File: config.mk
export PLATFORM = sky130hd
export DESIGN_NAME = usb_utmi_link_adapter
export DESIGN_NICKNAME = d
export VERILOG_FILES = /design/src/rtl/usb_utmi_link_adapter.sv
export SDC_FILE = /design/constraint.sdc
export NUM_CORES = 1
export LEC_CHECK = 0
export ABC_CLOCK_PERIOD_IN_PS = 10000
export BUFFER_PORTS_ARGS = -buffer_cell sky130_fd_sc_hd__clkbuf_2
export CAP_MARGIN = 0
export CORE_MARGIN = 4
export CORE_UTILIZATION = 30
export DETAILED_ROUTE_END_ITERATION = 7
export SYNTH_ARGS = -nofsm -noshare
export SYNTH_HDL_FRONTEND = slang
export SYNTH_SLANG_ARGS = --single-unit
File: constraint.sdc
create_clock -name clk_i -period 10 [get_ports clk_i]
set_clock_uncertainty 0.05 [all_clocks]
set_input_delay 1 -clock clk_i [delete_from_list [all_inputs] [get_ports clk_i]]
set_output_delay 1 -clock clk_i [all_outputs]
set_load 0.02 [all_outputs]
File: src/rtl/usb_utmi_link_adapter.sv
// USB UTMI link adapter: bridges an 8/16-bit UTMI+ style link datapath to the
// 8-bit UTMI port of the soft PHY. TX goes through a byte FIFO with a start
// threshold and abort-on-underrun. RX bytes are packed into link words, and
// the RX error flag stays set for the rest of the packet.
module usb_utmi_link_adapter #(
    parameter int LINK_W       = 16,
    parameter int TX_DEPTH     = 16,
    parameter int START_THRESH = 4
) (
    input  logic                      clk_i,
    input  logic                      rst_i,
    input  logic [LINK_W-1:0]         link_txdata_i,
    input  logic                      link_txvalid_i,
    input  logic                      link_txvalidh_i,
    output logic                      link_txready_o,
    output logic [LINK_W-1:0]         link_rxdata_o,
    output logic                      link_rxvalid_o,
    output logic                      link_rxvalidh_o,
    output logic                      link_rxactive_o,
    output logic                      link_rxerror_o,
    output logic [7:0]                utmi_data_out_o,
    output logic                      utmi_txvalid_o,
    input  logic                      utmi_txready_i,
    input  logic [7:0]                utmi_data_in_i,
    input  logic                      utmi_rxvalid_i,
    input  logic                      utmi_rxactive_i,
    input  logic                      utmi_rxerror_i,
    output logic                      tx_underrun_o,
    output logic [$clog2(TX_DEPTH):0] tx_level_o
);

    localparam int AW = $clog2(TX_DEPTH);
    localparam int LW = AW + 1;
    localparam logic [LW-1:0] C_DEPTH  = LW'(TX_DEPTH);
    localparam logic [LW-1:0] C_BPW    = LW'(LINK_W / 8);
    localparam logic [LW-1:0] C_THRESH = LW'(START_THRESH);

    typedef enum logic [2:0] {S_IDLE, S_FILL, S_SEND, S_DRAIN, S_ABORT} tx_state_t;

    tx_state_t     r_state;
    tx_state_t     w_state_nx;
    logic [7:0]    r_mem [TX_DEPTH];
    logic [AW-1:0] r_wptr;
    logic [AW-1:0] r_rptr;
    logic [LW-1:0] r_level;
    logic [LW-1:0] w_level_nx;
    logic          r_underrun;
    logic          r_tx_tail;   // low-byte-only word seen: packet data is complete
    logic          w_ready;
    logic          w_txvalid;
    logic          w_to_abort;
    logic          w_space_ok;
    logic          w_drain_done;
    logic          w_has_hi;
    logic          w_flush;
    logic          w_push;
    logic          w_pop;
    logic [1:0]    w_nbytes;

    assign w_space_ok   = (C_DEPTH - r_level) >= C_BPW;
    // No pushes happen while draining, so the last byte leaves when one is left and the PHY takes it
    assign w_drain_done = (r_level == '0) || ((r_level == LW'(1)) && utmi_txready_i);

    // TX FSM next state and state-decoded handshake outputs
    always_comb begin
        w_state_nx = r_state;
        w_ready    = 1'b0;
        w_txvalid  = 1'b0;
        w_to_abort = 1'b0;
        case (r_state)
            S_IDLE: begin
                w_ready = w_space_ok;
                if (link_txvalid_i && w_space_ok) w_state_nx = S_FILL;
            end
            S_FILL: begin
                w_ready = w_space_ok;
                if (!link_txvalid_i || (r_level >= C_THRESH)) w_state_nx = S_SEND;
            end
            S_SEND: begin
                w_ready   = w_space_ok;
                w_txvalid = 1'b1;
                if (!link_txvalid_i) begin
                    w_state_nx = w_drain_done ? S_IDLE : S_DRAIN;
                end else if ((r_level == '0) && utmi_txready_i) begin
                    w_state_nx = S_ABORT;
                    w_to_abort = 1'b1;
                end
            end
            S_DRAIN: begin
                w_txvalid = (r_level != '0);
                if (w_drain_done) w_state_nx = S_IDLE;
            end
            S_ABORT: begin
                w_ready = 1'b1;
                if (!link_txvalid_i) w_state_nx = S_IDLE;
            end
            default: w_state_nx = S_IDLE;
        endcase
    end

    assign w_has_hi   = (LINK_W == 16) && link_txvalidh_i;
    assign w_flush    = (r_state == S_ABORT) || w_to_abort;
    assign w_push     = link_txvalid_i && w_ready && !w_flush && !r_tx_tail;
    assign w_pop      = w_txvalid && utmi_txready_i && (r_level != '0);
    assign w_nbytes   = !w_push ? 2'd0 : (w_has_hi ? 2'd2 : 2'd1);
    assign w_level_nx = w_flush ? '0 : (r_level + LW'(w_nbytes) - LW'(w_pop));

    // TX control state: FSM, FIFO pointers, occupancy, underrun pulse
    always_ff @(posedge clk_i or posedge rst_i) begin
        if (rst_i) begin
            r_state    <= S_IDLE;
            r_wptr     <= '0;
            r_rptr     <= '0;
            r_level    <= '0;
            r_underrun <= 1'b0;
            r_tx_tail  <= 1'b0;
        end else begin
            r_state    <= w_state_nx;
            r_level    <= w_level_nx;
            r_underrun <= w_to_abort;
            if (w_flush) begin
                r_wptr <= '0;
                r_rptr <= '0;
            end else begin
                if (w_push) r_wptr <= r_wptr + AW'(w_nbytes);
                if (w_pop)  r_rptr <= r_rptr + AW'(1);
            end
            if (w_flush || !link_txvalid_i) r_tx_tail <= 1'b0;
            else if (w_push && !w_has_hi && (LINK_W == 16)) r_tx_tail <= 1'b1;
        end
    end

    // TX FIFO storage; low byte lands first so it is sent first
    always_ff @(posedge clk_i) begin
        if (w_push) begin
            r_mem[r_wptr] <= link_txdata_i[7:0];
            if (w_has_hi) r_mem[r_wptr + AW'(1)] <= link_txdata_i[LINK_W-1 -: 8];
        end
    end

    assign link_txready_o  = w_ready && !rst_i;
    assign utmi_txvalid_o  = w_txvalid;
    assign utmi_data_out_o = w_txvalid ? r_mem[r_rptr] : 8'h00;
    assign tx_underrun_o   = r_underrun;
    assign tx_level_o      = r_level;

    logic              r_act_in;
    logic              r_rxerr;
    logic              r_rx_vld;
    logic              r_rx_vldh;
    logic              r_rx_act;
    logic [LINK_W-1:0] r_rx_data;
    logic              w_rx_rise;

    assign w_rx_rise = utmi_rxactive_i && !r_act_in;

    // Sticky RX error, cleared when a new packet starts
    always_ff @(posedge clk_i or posedge rst_i) begin
        if (rst_i) begin
            r_act_in <= 1'b0;
            r_rxerr  <= 1'b0;
        end else begin
            r_act_in <= utmi_rxactive_i;
            if (utmi_rxerror_i) r_rxerr <= 1'b1;
            else if (w_rx_rise) r_rxerr <= 1'b0;
        end
    end

    generate
        if (LINK_W == 16) begin : g_rx16
            logic       r_lo_pend;
            logic [7:0] r_lo_byte;
            logic       w_rx_byte;
            logic       w_rx_fall;

            assign w_rx_byte = utmi_rxvalid_i && utmi_rxactive_i;
            assign w_rx_fall = !utmi_rxactive_i && r_act_in;

            // Pair bytes into words; a lone trailing byte is flushed after rxactive falls
            always_ff @(posedge clk_i or posedge rst_i) begin
                if (rst_i) begin
                    r_lo_pend <= 1'b0;
                    r_lo_byte <= 8'h00;
                    r_rx_data <= '0;
                    r_rx_vld  <= 1'b0;
                    r_rx_vldh <= 1'b0;
                    r_rx_act  <= 1'b0;
                end else begin
                    r_rx_vld  <= 1'b0;
                    r_rx_vldh <= 1'b0;
                    r_rx_act  <= utmi_rxactive_i || (w_rx_fall && r_lo_pend);
                    if (w_rx_byte) begin
                        if (r_lo_pend) begin
                            r_rx_data <= {utmi_data_in_i, r_lo_byte};
                            r_rx_vld  <= 1'b1;
                            r_rx_vldh <= 1'b1;
                            r_lo_pend <= 1'b0;
                        end else begin
                            r_lo_byte <= utmi_data_in_i;
                            r_lo_pend <= 1'b1;
                        end
                    end else if (w_rx_fall) begin
                        if (r_lo_pend) begin
                            r_rx_data <= {8'h00, r_lo_byte};
                            r_rx_vld  <= 1'b1;
                        end
                        r_lo_pend <= 1'b0;
                    end
                end
            end
        end else begin : g_rx8
            // Plain one-cycle registered pass-through
            always_ff @(posedge clk_i or posedge rst_i) begin
                if (rst_i) begin
                    r_rx_data <= '0;
                    r_rx_vld  <= 1'b0;
                    r_rx_vldh <= 1'b0;
                    r_rx_act  <= 1'b0;
                end else begin
                    r_rx_data <= utmi_data_in_i;
                    r_rx_vld  <= utmi_rxvalid_i;
                    r_rx_vldh <= 1'b0;
                    r_rx_act  <= utmi_rxactive_i;
                end
            end
        end
    endgenerate

    assign link_rxdata_o   = r_rx_data;
    assign link_rxvalid_o  = r_rx_vld;
    assign link_rxvalidh_o = r_rx_vldh;
    assign link_rxactive_o = r_rx_act;
    assign link_rxerror_o  = r_rxerr;

endmodule

### Yosys cells after proc, flatten, opt, wreduce, memory -nomap -nowiden

Memories as Yosys holds them, arrays and structs flattened.
Cells that the tools add are included.

| word-level totals | value |
|---|---|
| register bits | 48 |
| memory bits (writable) | 128 |
| input port bits | 32 |
| output and inout port bits | 36 |
| logic and storage cells | 115 |
| memories | 1 |

| operators by class | value |
|---|---|
| add/subtract/negate cells | 6 |
| order comparisons | 2 |
| equal/unequal tests | 12 |
| mux-type cells | 41 |
| bitwise operators | 1 |
| reductions and logical operators | 38 |

Memory list:

| memory | depth | width | read ports | clocked after memory_dff | write ports | RTL line | source |
|---|---|---|---|---|---|---|---|
| r_mem | 16 | 8 | 1 | 0 | 2 | 42 | `logic [7:0] r_mem [TX_DEPTH];` |

Operators by type and width:

| cell | count |
|---|---|
| two-way mux 16 bit | 4 |
| two-way mux 1 bit | 19 |
| two-way mux 3 bit | 6 |
| two-way mux 4 bit | 4 |
| case mux 3 bit (5 select lines) | 1 |
| logical AND 1 bit | 14 |
| != test 2 bit, second input constant | 6 |
| nonzero test 2 bit | 5 |
| adder 4 x 1 -> 4 bit, second input constant | 2 |
| two-way mux 8 bit | 1 |
| logical NOT 1 bit | 7 |
| == test 3 x 2 -> 1 bit, second input constant | 2 |
| two-way mux 2 bit | 3 |
| adder 5 x 2 -> 5 bit | 1 |
| == test 5 x 1 -> 1 bit, second input constant | 1 |
| greater-or-equal comparator 5 x 2 -> 1 bit, second input constant | 1 |
| greater-or-equal comparator 5 x 3 -> 1 bit, second input constant | 1 |
| logical NOT 5 bit | 1 |
| logical OR 1 bit | 5 |
| two-way mux 5 bit | 1 |
| AND reduction 5 bit | 1 |
| nonzero test 5 bit | 1 |
| subtractor 5 x 1 -> 5 bit | 1 |
| subtractor 5 bit, first input constant | 1 |
| 10 further kinds | 11 |

### Depth between registers and ports, before layout

Gate-level depths: netlist of the first run.

| depth | value |
|---|---|
| word-level depth | 13 |
| depth in mapped cells | 18 |
| mapped depth without buffers | 17 |

### Worst setup path after synthesis of the first run

OpenSTA, ideal clock, no wires.

| timing path | value |
|---|---|
| kind | flip-flop to flip-flop |
| from | reg r_level[2] (netlist: tx_level_o[2]) |
| to | reg r_level[4] (netlist: tx_level_o[4]) |
| library setup time | 0.145 ns |
| arrival time | 3.490 ns |
| data required time | 9.805 ns |
| setup slack | 6.314 ns |
| stages on the path, launching flop included | 19 |
| cells stage by stage | dfrtp_1 > inv_1 > ha_1 > and2_1 > ha_1 > and4b_1 > o31ai_4 > buf_4 > and3_1 > nand2b_1 > ha_1 > inv_1 > ha_1 > inv_1 > fa_1 > nand2b_1 > a21oi_1 > or3_1 > a21oi_1 |

| on the way | value |
|---|---|
| longest elaborated chain between the ends | 13 |
| elaborated cells on any way between the ends | 21 |

RTL lines:

| what | RTL line | source |
|---|---|---|
| from (decl) | 45 | `logic [LW-1:0] r_level;` |
| from (signal assigned) | 119 | `r_level <= w_level_nx;` |
| parallel branches: the longest is 12 deep, another holds subtractor 5 bit | - |  |
| two-way mux 5 bit * | 106 | `assign w_level_nx = w_flush ? '0 : (r_level + LW'(w_nbytes) - LW'(w_pop));` |
| named net w_level_nx[4] | 46 | `logic [LW-1:0] w_level_nx;` |

Mark *: on every way through the listed nets, which the timed path passes.
A chain may end at the register's enable or synchronous reset.

### Worst setup path after layout of the first run

| timing path | value |
|---|---|
| from | reg r_level[2] (netlist: tx_level_o[2]) |
| to | out utmi_data_out_o[4] |

| on the way | value |
|---|---|
| longest elaborated chain between the ends | 3 |

RTL lines:

| what | RTL line | source |
|---|---|---|
| nonzero test 5 bit | 90 | `w_txvalid = (r_level != '0);` |
| case mux 1 bit (2 select lines) | 70 | `case (r_state)` |
| two-way mux 8 bit | 143 | `assign utmi_data_out_o = w_txvalid ? r_mem[r_rptr] : 8'h00;` |
| to (decl) | 21 | `output logic [7:0] utmi_data_out_o,` |

No other way between the ends.

==> impl_metrics.yaml, run 1 <==
outcome:
  status: "completed"
die:
  die_h_um: 184
  io_pins: 68
  dieArea_um2: 33700
  die_w_um: 184
  start_util: 0.304
  row_count: 64
  coreArea_um2: 30500
power_and_ir_drop:
  p_leak_nw: 3.97
  power.density_nw_per_um2: 257
  finalPower_mw: 2.71
  peakVddDrop_mv: 0.121
setup_path:
  worst_setup_path_end_kind: "output port"
  critPathKind: "reg -> out"
  start_kind: "flop"
  worstPathRequired_ps: 8950
  worst_ep_arrival_time_ps: 2990
  cp_max_fo: 8
  r2r_slack_ps: 6080
yosys:
  synth_cell_type_count: 54
  yosys-top-cells-count: "145 x mux2_2, 128 x edfxtp_1, 48 x dfrtp_1"
  async_flop_share: 0.273
  synth_top_area_cell: "edfxtp_1"
  synth_cells: 631
  ys_seq_area_frac: 0.545
  synthFlopType: "edfxtp_1"
  avgSynthCellArea_um2: 14.7
  syn_nets: 680
  yosys_warnings: 0
  synth-seq-cells: 176
  synth_edf_count: 128
  synth.most_common_cell: "mux2_2"
  synth.top_cell.area_share: 0.415
  synthTopCellsByArea: "edfxtp_1 42%, mux2_2 18%, dfrtp_1 13%"
  synth_area_um2: 9260
global_route:
  grt_max_degree: 49
  grt_pass1_vias: 5783
  grt_usage: 0.136
  gr-total-overflow: 0
  grt_pass1_wl_um: 35000
  antenna_found_initial: 0
finish:
  antennaDiodeCount: 0
  areaGrowthSynthToFinish_pct: 13.9
  final_cell_area_um2: 10500
  fin_nets: 727
  final_layout_size_suffix_gt1_frac: 0.444
clock_network:
  numCtsBuffers: 17
  postCtsSetupBuffers: 0
  cts_tree: "done"
  htree_levels: 4
  cts_sinks: 176
  hold_buffers: 0
  clock_path_buffers: 2
  cts-root-buf: "clkbuf_16"
  clk_pin_slew_ps: 70
  worstSkewPairLatency_ps: 440
  cts_resized: 0
sta:
  fin_setup_tns_ps: 0
  slew_headroom: 0.186
  period_needed_ps: 4040
  setup_ws_ps: 5960
  rsz0062_at_grt: "false"
  setup_violations: 0
  tightest_slew_ps: 1220
  clock.fmax_mhz: 247
  drv_slew: 0
  finalHoldViolCount: 0
  fin_crit_sh: 0.404
drt:
  ant_nets: 0
  wirelength_um: 22700
  num_vias: 5602
  drt_iter0_drc: 378
  drt-wirelength-per-cell_um: 20.8
  drc: 0
  firstDrtPassIters: 4
  via_per_inst: 5.15
placement:
  place_ws_ps: 6110
  gp_congestion: 0.795
  port_buffers: 67
  placed_area_um2: 9970
  place_hpwl_um: 14500
run:
  maxCapViolations: 0
worst_hold_path:
  hold_path_class: "reg -> reg"
[placed cells by master, fill, tap and decap left out, drive strengths merged, types with 5 or more instances in the layout]
| master | instances |
|---|---|
| nor4 | 9 |
| buf | 10 |
| nand4 | 17 |
| mux2 | 145 |
| xor2 | 5 |
| mux4 | 32 |
| nor3 | 8 |
| nor2 | 29 |
| clkbuf | 85 |
| a21oi | 11 |
| nand2b | 9 |
| o22ai | 8 |
| o21ai | 8 |
| clkinvlp | 6 |
| nand3 | 5 |
| a22o | 9 |
| inv | 25 |
| edfxtp | 128 |
| mux2i | 19 |
| ha | 15 |
| dfrtp | 48 |
| nand2 | 11 |
[path summary, 6_finish.rpt]
check / start / end / cells after the start
worst max-delay path: tx_level_o[2]$_DFF_PP0_ / utmi_data_out_o[4] / 8
worst min-delay path: link_rxerror_o$_DFFE_PP0P_ / link_rxerror_o$_DFFE_PP0P_ / 1
worst max register to register: tx_level_o[2]$_DFF_PP0_ / tx_level_o[4]$_DFF_PP0_ / 18
worst min register to register: link_rxerror_o$_DFFE_PP0P_ / link_rxerror_o$_DFFE_PP0P_ / 1
min in group asynchronous: rst_i / tx_level_o[4]$_DFF_PP0_ / 2
max in group asynchronous: rst_i / r_rptr[0]$_DFFE_PP0P_ / 2
[registers in the layout (all words and copies together) (netlist names)]
register	flops
link_rxvalid_o	1
r_state	3
g_rx16.r_lo_byte	8
r_mem	128
r_act_in	1
tx_level_o	5
g_rx16.r_lo_pend	1
link_rxdata_o	16
link_rxerror_o	1
r_tx_tail	1
link_rxvalidh_o	1
r_rptr	4
link_rxactive_o	1
r_wptr	4
tx_underrun_o	1
[stage by stage]
step | hold WS (ps) | utilization | cells
finish | 427 | 0.346 | 1087
global route | 454 | 0.346 | 1087
CTS | 432 | 0.346 | 1087
detailed placement | 415 | 0.327 | 1055
global placement | 412 | 0.327 | 1055
floorplan | 425 | - | 631
[layer usage]
metal	share of wire	vias to the layer above	global-route usage
li1	-	2550	-
met1	0.44	2864	0.184
met2	0.49	171	0.225
met3	0.060	17	0.0323
met4	0.0098	0	0.0290
met5	0	-	0
[layout make-up]
class                   count  area, um2
repair buffers             77        410
inverters                  21       78.8
clock buffers              18        429
multi-input cells         385       3940
flip-flops and latches    176       5050
well taps                 396        495
fillers                  2955      20000
clock inverters            14        154
[power breakdown]
group | switching (mW) | leakage [nW] | total, mW | internal (mW)
Combinational | 0.579 | 1.97 | 1.01 | 0.430
Clock | 0.314 | 0.263 | 0.665 | 0.351
Sequential | 0.124 | 1.74 | 1.04 | 0.912
[logic make-up after synthesis]
kind of cell    synth area share
xor+xnor                 0.00662
compound gates            0.0415
flops                      0.545
buf+inv                   0.0324
mux                        0.275
fa+ha+maj                 0.0246
simple gates              0.0755
[worst max-delay path: stages, from the launching register on]
cell      delay [ps]
dfrtp_1          460
inv_1            110
ha_1             220
and2_1           160
ha_1             230
a21oi_1          390
nand2_1          390
o22ai_1          360
clkbuf_2         220
Power figures use the tool's default switching activity.
==> run 2, diff against run 1 <==
ABC_CLOCK_PERIOD_IN_PS = 3900   (was 10000)
clock period = 3.9 ns   (was 10 ns; I/O delays follow)
==> run 2 against run 1 <==
Net effect:
- routed wire length rose by 2.3%
- combinational power rose to 2.6 times the previous value
- non-clock buffer count rose by 16
- clock power rose to 2.7 times the previous value
- global-route usage rose by 0.23 points
- utilization rose by 0.56 points
- first-iteration DRC count rose by 7.4%
- power rose to 2.6 times the previous value
- largest cell class unchanged
- largest power group is now combinational logic
==> impl_metrics.yaml, run 2 (synthesis results as in run 1) <==
sta:
  setup_violations: 0
  finalHoldViolCount: 0
  slew_headroom: 0.319
  drv_slew: 0
  rsz0062_at_grt: "false"
  tightest_slew_ps: 1020
  fin_crit_sh: 0.916
  period_needed_ps: 3570
  clock.fmax_mhz: 280
  fin_setup_tns_ps: 0
  setup_ws_ps: 329
  holdWs_ps: 71.9
die:
  coreArea_um2: 30500
  dieArea_um2: 33700
  start_util: 0.304
  io_pins: 68
  row_count: 64
  die_h_um: 184
  die_w_um: 184
clock_network:
  clock_path_buffers: 2
  worstSkewPairLatency_ps: 440
  cts-root-buf: "clkbuf_16"
  clk_pin_slew_ps: 70
  numCtsBuffers: 17
  cts_tree: "done"
  hold_buffers: 0
  htree_levels: 4
  cts_sinks: 176
  cts_resized: 0
  postCtsSetupBuffers: 0
drt:
  drt_iter0_drc: 406
  via_per_inst: 5.16
  num_vias: 5692
  drt-wirelength-per-cell_um: 21.0
  firstDrtPassIters: 4
  wirelength_um: 23200
  ant_nets: 0
  drc: 0
placement:
  placed_area_um2: 10100
  gp_congestion: 0.767
  place_ws_ps: 349
  place_inst: 1071
  place_hpwl_um: 15100
  port_buffers: 67
finish:
  multi_input_area_um2: 3940
  final_common_cell: "mux2_2"
  top_register: "r_mem"
  fill_cells: 2968
  antennaDiodeCount: 0
  layout_common_cells: "145 x mux2_2, 128 x edfxtp_1, 67 x clkbuf_2"
  fin_nets: 743
  final_cell_area_um2: 10700
  postLayoutCoreUtil: 0.351
  areaGrowthSynthToFinish_pct: 15.8
  largest_reg_flops: 128
  final_layout_size_suffix_gt1_frac: 0.457
  fin_cells: 1103
  ff_latch_area_um2: 5050
global_route:
  grt_pass1_wl_um: 35100
  grt_max_degree: 49
  gr-total-overflow: 0
  grt_pass1_vias: 5632
  antenna_found_initial: 0
  grt_usage: 0.139
power_and_ir_drop:
  p_leak_nw: 4.09
  finalPower_mw: 7.14
  peakVddDrop_mv: 0.388
  power.density_nw_per_um2: 666
setup_path:
  worstPathRequired_ps: 4140
  critPathKind: "reg -> reg"
  cp_max_fo: 6
  worst_ep_arrival_time_ps: 3810
  start_kind: "flop"
  worst_setup_path_end_kind: "flop"
worst_hold_path:
  hold_path_class: "in -> reg"
outcome:
  status: "completed"
run:
  maxCapViolations: 0
run 2: cell types whose count changed in the layout (fill, tap and decap cells not counted):
cell / change
buf_4: +15
clkinvlp_4: -4
inv_8: +2
buf_12: +1
bufinv_16: +1
clkbuf_1: -1
clkinv_1: +1
clkinv_4: -1
clkinv_8: +1
inv_6: +1
run 2: worst paths after layout:
kind,startpoint,end,slack [ps],cells after the start
min reg2reg,link_rxerror_o$_DFFE_PP0P_,link_rxerror_o$_DFFE_PP0P_,440,1
min in group asynchronous,rst_i,link_rxdata_o[2]$_DFFE_PP0P_,140,2
max reg2reg,tx_level_o[0]$_DFF_PP0_,tx_level_o[4]$_DFF_PP0_,330,17
min,utmi_rxerror_i,link_rxerror_o$_DFFE_PP0P_,70,2
max,tx_level_o[0]$_DFF_PP0_,tx_level_o[4]$_DFF_PP0_,330,17
max in group asynchronous,rst_i,r_rptr[0]$_DFFE_PP0P_,2980,2
run 2: worst max-delay path, cell delays in order, from the launching register on:
cell,delay (ps)
dfrtp_1,450
inv_1,100
ha_1,240
and2_1,150
ha_1,220
and4b_1,260
o31ai_4,180
and3_1,250
nand2b_1,80
ha_1,260
inv_1,60
ha_1,160
inv_1,60
fa_1,400
nand2b_1,160
a21oi_1,150
or3_1,120
a21oi_1,60
run 2: power breakdown:
group | switching, mW | internal, mW | total, mW | leakage, nW
Combinational | 1.51 | 1.16 | 2.67 | 2.05
Sequential | 0.322 | 2.34 | 2.66 | 1.74
Clock | 0.829 | 0.979 | 1.81 | 0.297
run 2: layout make-up:
class,count,area share
multi-input cells,385,0.367
inverters,21,0.00735
clock inverters,15,0.0183
repair buffers,93,0.0507
clock buffers,17,0.0397
flip-flops and latches,176,0.471
well taps,396,0.0462
run 2: layer usage:
metal,up-vias,share of wire,track usage
met2,153,0.48,0.220
met3,17,0.047,0.0330
met1,2941,0.46,0.193
met5,-,0,0
met4,0,0.011,0.0346
li1,2581,-,-
